**config.mk**
```make
export PLATFORM = sky130hd
export DESIGN_NAME = io_bus_controller
export DESIGN_NICKNAME = d
export VERILOG_FILES = /design/src/rtl/io_bus_controller.sv
export SDC_FILE = /design/constraint.sdc
export NUM_CORES = 1
export LEC_CHECK = 0
export BUFFER_PORTS_ARGS = -buffer_cell sky130_fd_sc_hd__buf_2
export CAP_MARGIN = 25
export CORE_AREA = 2 2 150 152
export DETAILED_ROUTE_END_ITERATION = 8
export DIE_AREA = 0 0 152 154
export GPL_ROUTABILITY_DRIVEN = 0
export GPL_TIMING_DRIVEN = 0
export PLACE_DENSITY = 0.51
export SYNTH_ARGS = -nofsm -noshare
export SYNTH_HDL_FRONTEND = slang
export SYNTH_SLANG_ARGS = --single-unit
```
**constraint.sdc**
```tcl
create_clock -name Clock -period 2.4 [get_ports Clock]
set_input_delay 0.12 -clock Clock [delete_from_list [all_inputs] [get_ports Clock]]
set_output_delay 0.12 -clock Clock [all_outputs]
set_load 0.02 [all_outputs]
```
**src/rtl/io_bus_controller.sv**
```systemverilog
// io_bus_controller: bridges single CPU IO requests onto eight device slots.
// Slots 0..3 (EIC, BKD, UART, STMR) are real devices; slots 4..7 are reserved
// and are answered immediately with an error and no device select.
// Optional feature: define IO_BUS_TIMEOUT_EN to abort an access that sees no
// DevReady for TIMEOUT_CYCLES cycles. Without it, an access waits forever.
module io_bus_controller #(
  parameter int unsigned TIMEOUT_CYCLES = 16
) (
  input  logic         Clock,
  input  logic         Reset_n,
  input  logic         IoReq,
  input  logic         IoWe,
  input  logic [6:0]   IoAddr,
  input  logic [31:0]  IoWrData,
  output logic [31:0]  IoRdData,
  output logic         IoAck,
  output logic         IoErr,
  output logic [7:0]   DevSel,
  output logic [3:0]   DevRegAddr,
  output logic         DevWe,
  output logic [31:0]  DevWrData,
  input  logic [255:0] DevRdData,
  input  logic [7:0]   DevReady
);

  typedef enum logic [1:0] {
    IDLE   = 2'd0,
    ACCESS = 2'd1,
    RESP   = 2'd2
  } state_t;

  state_t      r_state;
  state_t      w_nextState;

  logic [2:0]  r_dev;
  logic [3:0]  r_regAddr;
  logic        r_we;
  logic [31:0] r_wrData;
  logic        r_err;
  logic [31:0] r_rdData;

  logic        w_inAccess;
  logic        w_devReady;
  logic [31:0] w_devRdData;
  logic        w_timeout;
  logic        w_reqReserved;

  if (TIMEOUT_CYCLES < 2 || TIMEOUT_CYCLES > 255) begin : g_badTimeout
    $error("io_bus_controller: TIMEOUT_CYCLES must be within 2..255");
  end

  assign w_inAccess    = (r_state == ACCESS);
  assign w_reqReserved = IoAddr[6];
  assign w_devReady    = DevReady[r_dev];
  assign w_devRdData   = DevRdData[{r_dev, 5'd0} +: 32];

`ifdef IO_BUS_TIMEOUT_EN
  localparam logic [7:0] TimeoutLast = 8'(TIMEOUT_CYCLES - 1);

  logic [7:0] r_count;

  // Count ACCESS cycles without DevReady; cleared whenever we are not in ACCESS
  always_ff @(posedge Clock or negedge Reset_n) begin
    if (!Reset_n) begin
      r_count <= '0;
    end else if (r_state != ACCESS) begin
      r_count <= '0;
    end else if (!w_devReady) begin
      r_count <= r_count + 8'd1;
    end
  end

  assign w_timeout = w_inAccess && !w_devReady && (r_count == TimeoutLast);
`else
  assign w_timeout = 1'b0;
`endif

  // State register
  always_ff @(posedge Clock or negedge Reset_n) begin
    if (!Reset_n) begin
      r_state <= IDLE;
    end else begin
      r_state <= w_nextState;
    end
  end

  // Next-state logic; DevReady wins over a timeout landing in the same cycle
  always_comb begin
    w_nextState = r_state;
    unique case (r_state)
      IDLE: begin
        if (IoReq) begin
          w_nextState = w_reqReserved ? RESP : ACCESS;
        end
      end
      ACCESS: begin
        if (w_devReady || w_timeout) begin
          w_nextState = RESP;
        end
      end
      RESP:    w_nextState = IDLE;
      default: w_nextState = IDLE;
    endcase
  end

  // Latch the request on acceptance and record the outcome of the access
  always_ff @(posedge Clock or negedge Reset_n) begin
    if (!Reset_n) begin
      r_dev     <= '0;
      r_regAddr <= '0;
      r_we      <= 1'b0;
      r_wrData  <= '0;
      r_err     <= 1'b0;
      r_rdData  <= '0;
    end else begin
      case (r_state)
        IDLE: begin
          if (IoReq) begin
            r_dev     <= IoAddr[6:4];
            r_regAddr <= IoAddr[3:0];
            r_we      <= IoWe;
            r_wrData  <= IoWrData;
            r_err     <= w_reqReserved;
            if (w_reqReserved && !IoWe) begin
              r_rdData <= '0;
            end
          end
        end
        ACCESS: begin
          if (w_devReady) begin
            r_err <= 1'b0;
            if (!r_we) begin
              r_rdData <= w_devRdData;
            end
          end else if (w_timeout) begin
            r_err <= 1'b1;
            if (!r_we) begin
              r_rdData <= '0;
            end
          end
        end
        default: begin
        end
      endcase
    end
  end

  assign DevSel     = w_inAccess ? (8'd1 << r_dev) : 8'd0;
  assign DevWe      = w_inAccess & r_we;
  assign DevRegAddr = r_regAddr;
  assign DevWrData  = r_wrData;
  assign IoAck      = (r_state == RESP);
  assign IoErr      = (r_state == RESP) & r_err;
  assign IoRdData   = r_rdData;

endmodule

```
==> flow_metrics.tcl, run 1 <==
set metrics [dict create \
    drt_wl_total_um 19800 \
    cp-end-kind "flip-flop" \
    synth_top_family_by_area "multiplexers" \
    core_sq_um 21700 \
    fin_area_sq_um 7820 \
    mostFrequentLayoutCells "buf_2 (397), dfrtp_1 (75), mux4_2 (64), mux2_2 (40), a22o_1 (32)" \
    rr_startpoint "r_state[1]$_DFFE_PN0P_" \
    grt_max_degree 56 \
    fin_util 0.361 \
    whs_ns 0.0127 \
    synth.distinct_cells 26 \
    hp-start "IoWrData[20]" \
    report.final.hold_viol_count 0 \
    rsz0062_at_grt "no" \
    critPathLaunchType "flip-flop" \
    dieHeight_um 154 \
    cts_root_buf "clkbuf_16" \
    syn_nets 623 \
    final_max_slew_viol_count 0 \
    post-route-min-period_ns 2.25 \
    drc 0 \
    fin_crit_sh 0.939 \
    antenna_found_initial 6 \
    dieArea_sq_um 23400 \
    setup_viol 0 \
    clk_latency_ns 0.34 \
    synthFlopType "dfrtp_1" \
    ant_nets 0 \
    final_common_cell "buf_2" \
    hpwl_um 16500 \
    synth-edff-count 0 \
    synth.top_cell.area_share 0.378 \
    required_ns 2.62 \
    grt_overflow 0 \
    r2r_end "IoRdData[4]$_DFFE_PN0P_" \
    cts_max_path_buffers 2 \
    areaGrowthSynthToFinish_pct 57.4 \
    outcome "finished, final reports clean" \
    start_util 0.229 \
    cts_buffers 9 \
    fin_nets 1036 \
    reg2reg_slack_ns 0.15 \
    power_density_nw_per_um2 1210 \
    tritoncts "done" \
    critPathKind "reg -> reg" \
    hold_path_depth 2 \
    dr_total_vias 4701 \
    arrival_ns 2.47 \
    ys_seq_area_frac 0.378 \
    netlist_instances 316 \
    netlist_area_sq_um 4970 \
    avgSynthCellArea_sq_um 15.7 \
    postSynth.asyncResetShare 1.00 \
    hold_end "DevWrData[20]$_DFFE_PN0P_" \
    crit_fanout 10 \
    die_x_um 152 \
    row_count 54 \
    worstHoldPathType "in -> reg" \
    synth-compound-area-share 0.0806 \
    max-slew-margin-rel 0.596 \
    cts.clk_slew.worst_paths_ns 0.06 \
    synthMuxAreaShare 0.480 \
    synth-xor-area-share 0 \
    grt_pass1_vias 4955 \
    power.leakage_uw 0.00395 \
    synth_top_area_cell "dfrtp_1" \
    synthAdderAreaFrac 0 \
    max_freq_mhz 444 \
    worst_ir_drop_vdd_uv 366 \
    gr-usage-all-layers 0.164 \
    htree_levels 3 \
    yosys.area_share.simple 0.0277 \
    viasPerCell 4.63 \
    grt_pass1_wl_um 29200 \
    synthTopCellsByArea "dfrtp_1 (38%), mux4_2 (29%), mux2_2 (9.1%)" \
    routedWlPerCell_um 19.4 \
    fin_skew_ns 0.00671 \
    tightestPinTransition_ns 0.606 \
    drive_gt1_frac 0.771 \
    post_dp_cell_area_sq_um 7270 \
    firstDrtPassIters 4 \
    first_iter_violations 177 \
    r2r_cells 6 \
    portBuffers 385 \
    ys_seq_elements 75 \
    ys_warn_count 0 \
    clkSinkCount 75 \
    pin_count 386 \
    max_cap_violations 0 \
]
==> cell usage after synthesis (2+ instances only) <==
cell type	count
dfrtp_1	75
mux4_2	64
mux2_2	40
a22o_1	32
mux2_4	30
buf_2	12
clkbuf_1	10
nor2_1	7
buf_1	6
inv_1	4
mux2i_1	4
nand2_1	4
o21ai_0	4
and3_1	3
buf_6	3
nand2b_1	3
nor3_1	3
a21oi_1	2
a221oi_4	2
nand3_1	2
==> repair_timing <==
item | CTS | global route
buffers inserted | 3 | 0
setup endpoints to repair | 33 | 37
resized for setup | 6 | 6
hold buffers | 14 | 0
endpoints found under the hold margin | 33 | 0
==> power breakdown <==
| part | switching [uW] | total [uW] | internal, uW |
|---|---|---|---|
| Clock | 554 | 1630 | 1080 |
| Sequential | 321 | 2170 | 1850 |
| Combinational | 2830 | 5630 | 2800 |
==> cell families after synthesis <==
kind of cell           Yosys count
buffers and inverters           35
flip-flops                      75
AND/OR/NAND/NOR                 25
AO/OA/AOI/OAI                   43
multiplexers                   138
==> state kept, by name, indices dropped and copies added (netlist names) <==
register / flops
r_we: 1
DevWrData: 32
DevRegAddr: 4
IoRdData: 32
r_err: 1
r_dev: 3
r_state: 2
==> worst max path at each step <==
| stage | from | to | slack, ns |
|---|---|---|---|
| 2_1_floorplan | r_dev[0]$_DFFE_PN0P_ | IoRdData[26]$_DFFE_PN0P_ | 0.41 |
| 3_3_place_gp | r_state[0]$_DFFE_PN0P_ | IoRdData[30]$_DFFE_PN0P_ | -0.21 |
| 3_5_place_dp | r_state[0]$_DFFE_PN0P_ | IoRdData[24]$_DFFE_PN0P_ | -0.18 |
| 4_1_cts | r_dev[1]$_DFFE_PN0P_ | IoRdData[4]$_DFFE_PN0P_ | 0.005 |
| 5_1_grt | r_state[1]$_DFFE_PN0P_ | IoRdData[30]$_DFFE_PN0P_ | 0.02 |
| 6_report | r_state[1]$_DFFE_PN0P_ | IoRdData[4]$_DFFE_PN0P_ | 0.15 |
==> per-layer routing <==
metal	vias up	track usage	routed length [um]
li1	2126	-	-
met1	2300	0.202	7980
met2	240	0.276	9820
met3	29	0.0426	1490
met4	6	0.0619	414
met5	-	0	44
==> worst max-delay path, stage by stage, from the launching register on <==
cell and delay (ns):
dfrtp_1 0.45, and3b_1 0.24, buf_2 0.35, a221oi_4 0.14
o211ai_4 0.39, buf_6 0.24, mux2_4 0.31
==> metrics by stage <==
stage | cells | power [uW] | setup WS [ns] | TNS (ns)
after floorplan | 316 | 6130 | 0.413 | 0
after global placement | 981 | 7820 | -0.208 | -6.27
after detailed placement | 982 | 7870 | -0.182 | -5.52
after CTS | 1014 | 9610 | 0.00517 | 0
after global routing | 1016 | 10000 | 0.0201 | 0
final | 1016 | 9430 | 0.148 | 0
==> final cells by class <==
type                            instances  area (sq um)
Fill cell                            2226         13900
Multi-Input combinational cell        206          2930
Timing Repair Buffer                  403          2120
Sequential cell                        75          1880
Tap cell                              280           350
Clock buffer                           11           253
Buffer                                 30           166
Clock inverter                          5           108
Inverter                                4          15.0
Antenna cell                            2          5.00
No activity file was read; power rests on OpenSTA's default activity.
==> run 2: changes to the inputs <==
Settings changed: PLACE_DENSITY 0.51 to 0.53.
Clock period 2.4 ns to 2 ns, I/O delays scaled along.
==> flow_metrics.tcl, run 2 (synthesis gave the netlist of run 1 again) <==
set metrics [dict create \
    mostFrequentLayoutCells "buf_2 (392), dfrtp_1 (72), mux4_2 (64), mux2_2 (40), dlygate4sd3_1 (39)" \
    cts.clk_slew.worst_paths_ns 0.06 \
    critPathLaunchType "flip-flop" \
    gr-usage-all-layers 0.176 \
    fin_ws_ns -0.0139 \
    hpwl_um 17000 \
    critPathKind "reg -> reg" \
    start_util 0.229 \
    r2r_cells 8 \
    dieHeight_um 154 \
    fin_util 0.379 \
    report.final.hold_viol_count 0 \
    grt_pass1_vias 5168 \
    dr_total_vias 4803 \
    die_x_um 152 \
    drc 0 \
    max_freq_mhz 497 \
    routedWlPerCell_um 19.9 \
    outcome "finished with violations" \
    final_max_slew_viol_count 0 \
    seqCellArea_sq_um 1880 \
    row_count 54 \
    areaGrowthSynthToFinish_pct 65.5 \
    final_common_cell "buf_2" \
    grt_pass1_wl_um 31500 \
    hold_path_depth 2 \
    core_sq_um 21700 \
    multi_input_area_sq_um 2940 \
    power_density_nw_per_um2 1410 \
    portBuffers 385 \
    grt_overflow 0 \
    first_iter_violations 230 \
    max-slew-margin-rel 0.648 \
    arrival_ns 2.24 \
    worst_ir_drop_vdd_uv 462 \
    post-route-min-period_ns 2.01 \
    firstDrtPassIters 4 \
    tightestPinTransition_ns 0.528 \
    drive_gt1_frac 0.761 \
    grt_max_degree 52 \
    fin_crit_sh 1.01 \
    antenna_found_initial 4 \
    clk_latency_ns 0.34 \
    crit_path_frequent_cell "buf_6" \
    required_ns 2.23 \
    tritoncts "done" \
    fin_nets 1072 \
    fin_skew_ns 0.00833 \
    viasPerCell 4.57 \
    crit_fanout 10 \
    cts_buffers 9 \
    cp_top_family "buffers and inverters" \
    dieArea_sq_um 23400 \
    max_cap_violations 0 \
    ant_nets 0 \
    worstHoldPathType "in -> reg" \
    rsz0062_at_grt "yes" \
    worstPathCellList "buf_6, nor3b_4, buf_6, a221oi_4, o211ai_4, buf_12, buf_8, mux2_4" \
    pin_count 386 \
    worst-path-buf-inv 4 \
    violations "setup timing" \
    htree_levels 3 \
    fill_cells 2134 \
    slowest_delay_ns 0.39 \
    cts_max_path_buffers 2 \
    drt_wl_total_um 20900 \
    cp.depth 8 \
    cp_slowest_cell "dfrtp_1" \
    whs_ns 0.0299 \
    power.leakage_uw 0.00412 \
    cts_root_buf "clkbuf_16" \
    cp-end-kind "flip-flop" \
    setup_viol 27 \
    reg2reg_slack_ns -0.01 \
    clkSinkCount 75 \
]
[run 2: cell type report]
class | count | share of cell area
Antenna cell | 2 | 0.000609
Buffer | 30 | 0.0280
Clock buffer | 9 | 0.0274
Clock inverter | 7 | 0.0111
Inverter | 4 | 0.00183
Multi-Input combinational cell | 206 | 0.358
Sequential cell | 75 | 0.229
Tap cell | 280 | 0.0426
Timing Repair Buffer | 439 | 0.302
[run 2: per-layer routing]
metal	share of wire	wire [um]	global-route usage	vias to the layer above
met2	0.51	10700	0.309	225
met3	0.067	1400	0.0459	13
met4	0.0088	183	0.0343	4
met1	0.41	8590	0.221	2364
li1	-	-	-	2197
met5	0.0014	30	0	-
[run 2: final timing paths]
check | from | to
max | r_state[0]$_DFFE_PN0P_ | IoRdData[2]$_DFFE_PN0P_
max reg2reg | r_state[0]$_DFFE_PN0P_ | IoRdData[2]$_DFFE_PN0P_
min in group asynchronous | Reset_n | DevRegAddr[0]$_DFFE_PN0P_
max in group asynchronous | Reset_n | r_dev[0]$_DFFE_PN0P_
min | IoWe | r_we$_DFFE_PN0P_
min reg2reg | DevWrData[31]$_DFFE_PN0P_ | DevWrData[31]$_DFFE_PN0P_
[run 2: report_power, final]
part,internal [uW],switching (uW),total (uW)
Combinational,3730,3540,7260
Clock,1090,662,1750
Sequential,2230,371,2600
[run 2: metrics by stage]
stage	std cells	TNS [ns]	total power (uW)	setup WS, ns	cell area, sq um
4_1_cts	1047	0	11700	0.00230	8190
2_1_floorplan	316	0	7360	0.0133	4970
6_report	1052	-0.231	11600	-0.0139	8220
3_5_place_dp	982	-24.86	9440	-0.567	7270
3_3_place_gp	981	-25.85	9360	-0.583	7240
5_1_grt	1050	-1.57	12400	-0.0614	8220
[run 2: timing repair]
item,in CTS,in global routing
gates cloned,0,0
pin swaps,3,3
hold endpoints to repair,62,0
hold buffers,39,0
resized for setup,37,6
endpoints found under the setup margin,78,40
setup buffers,11,3
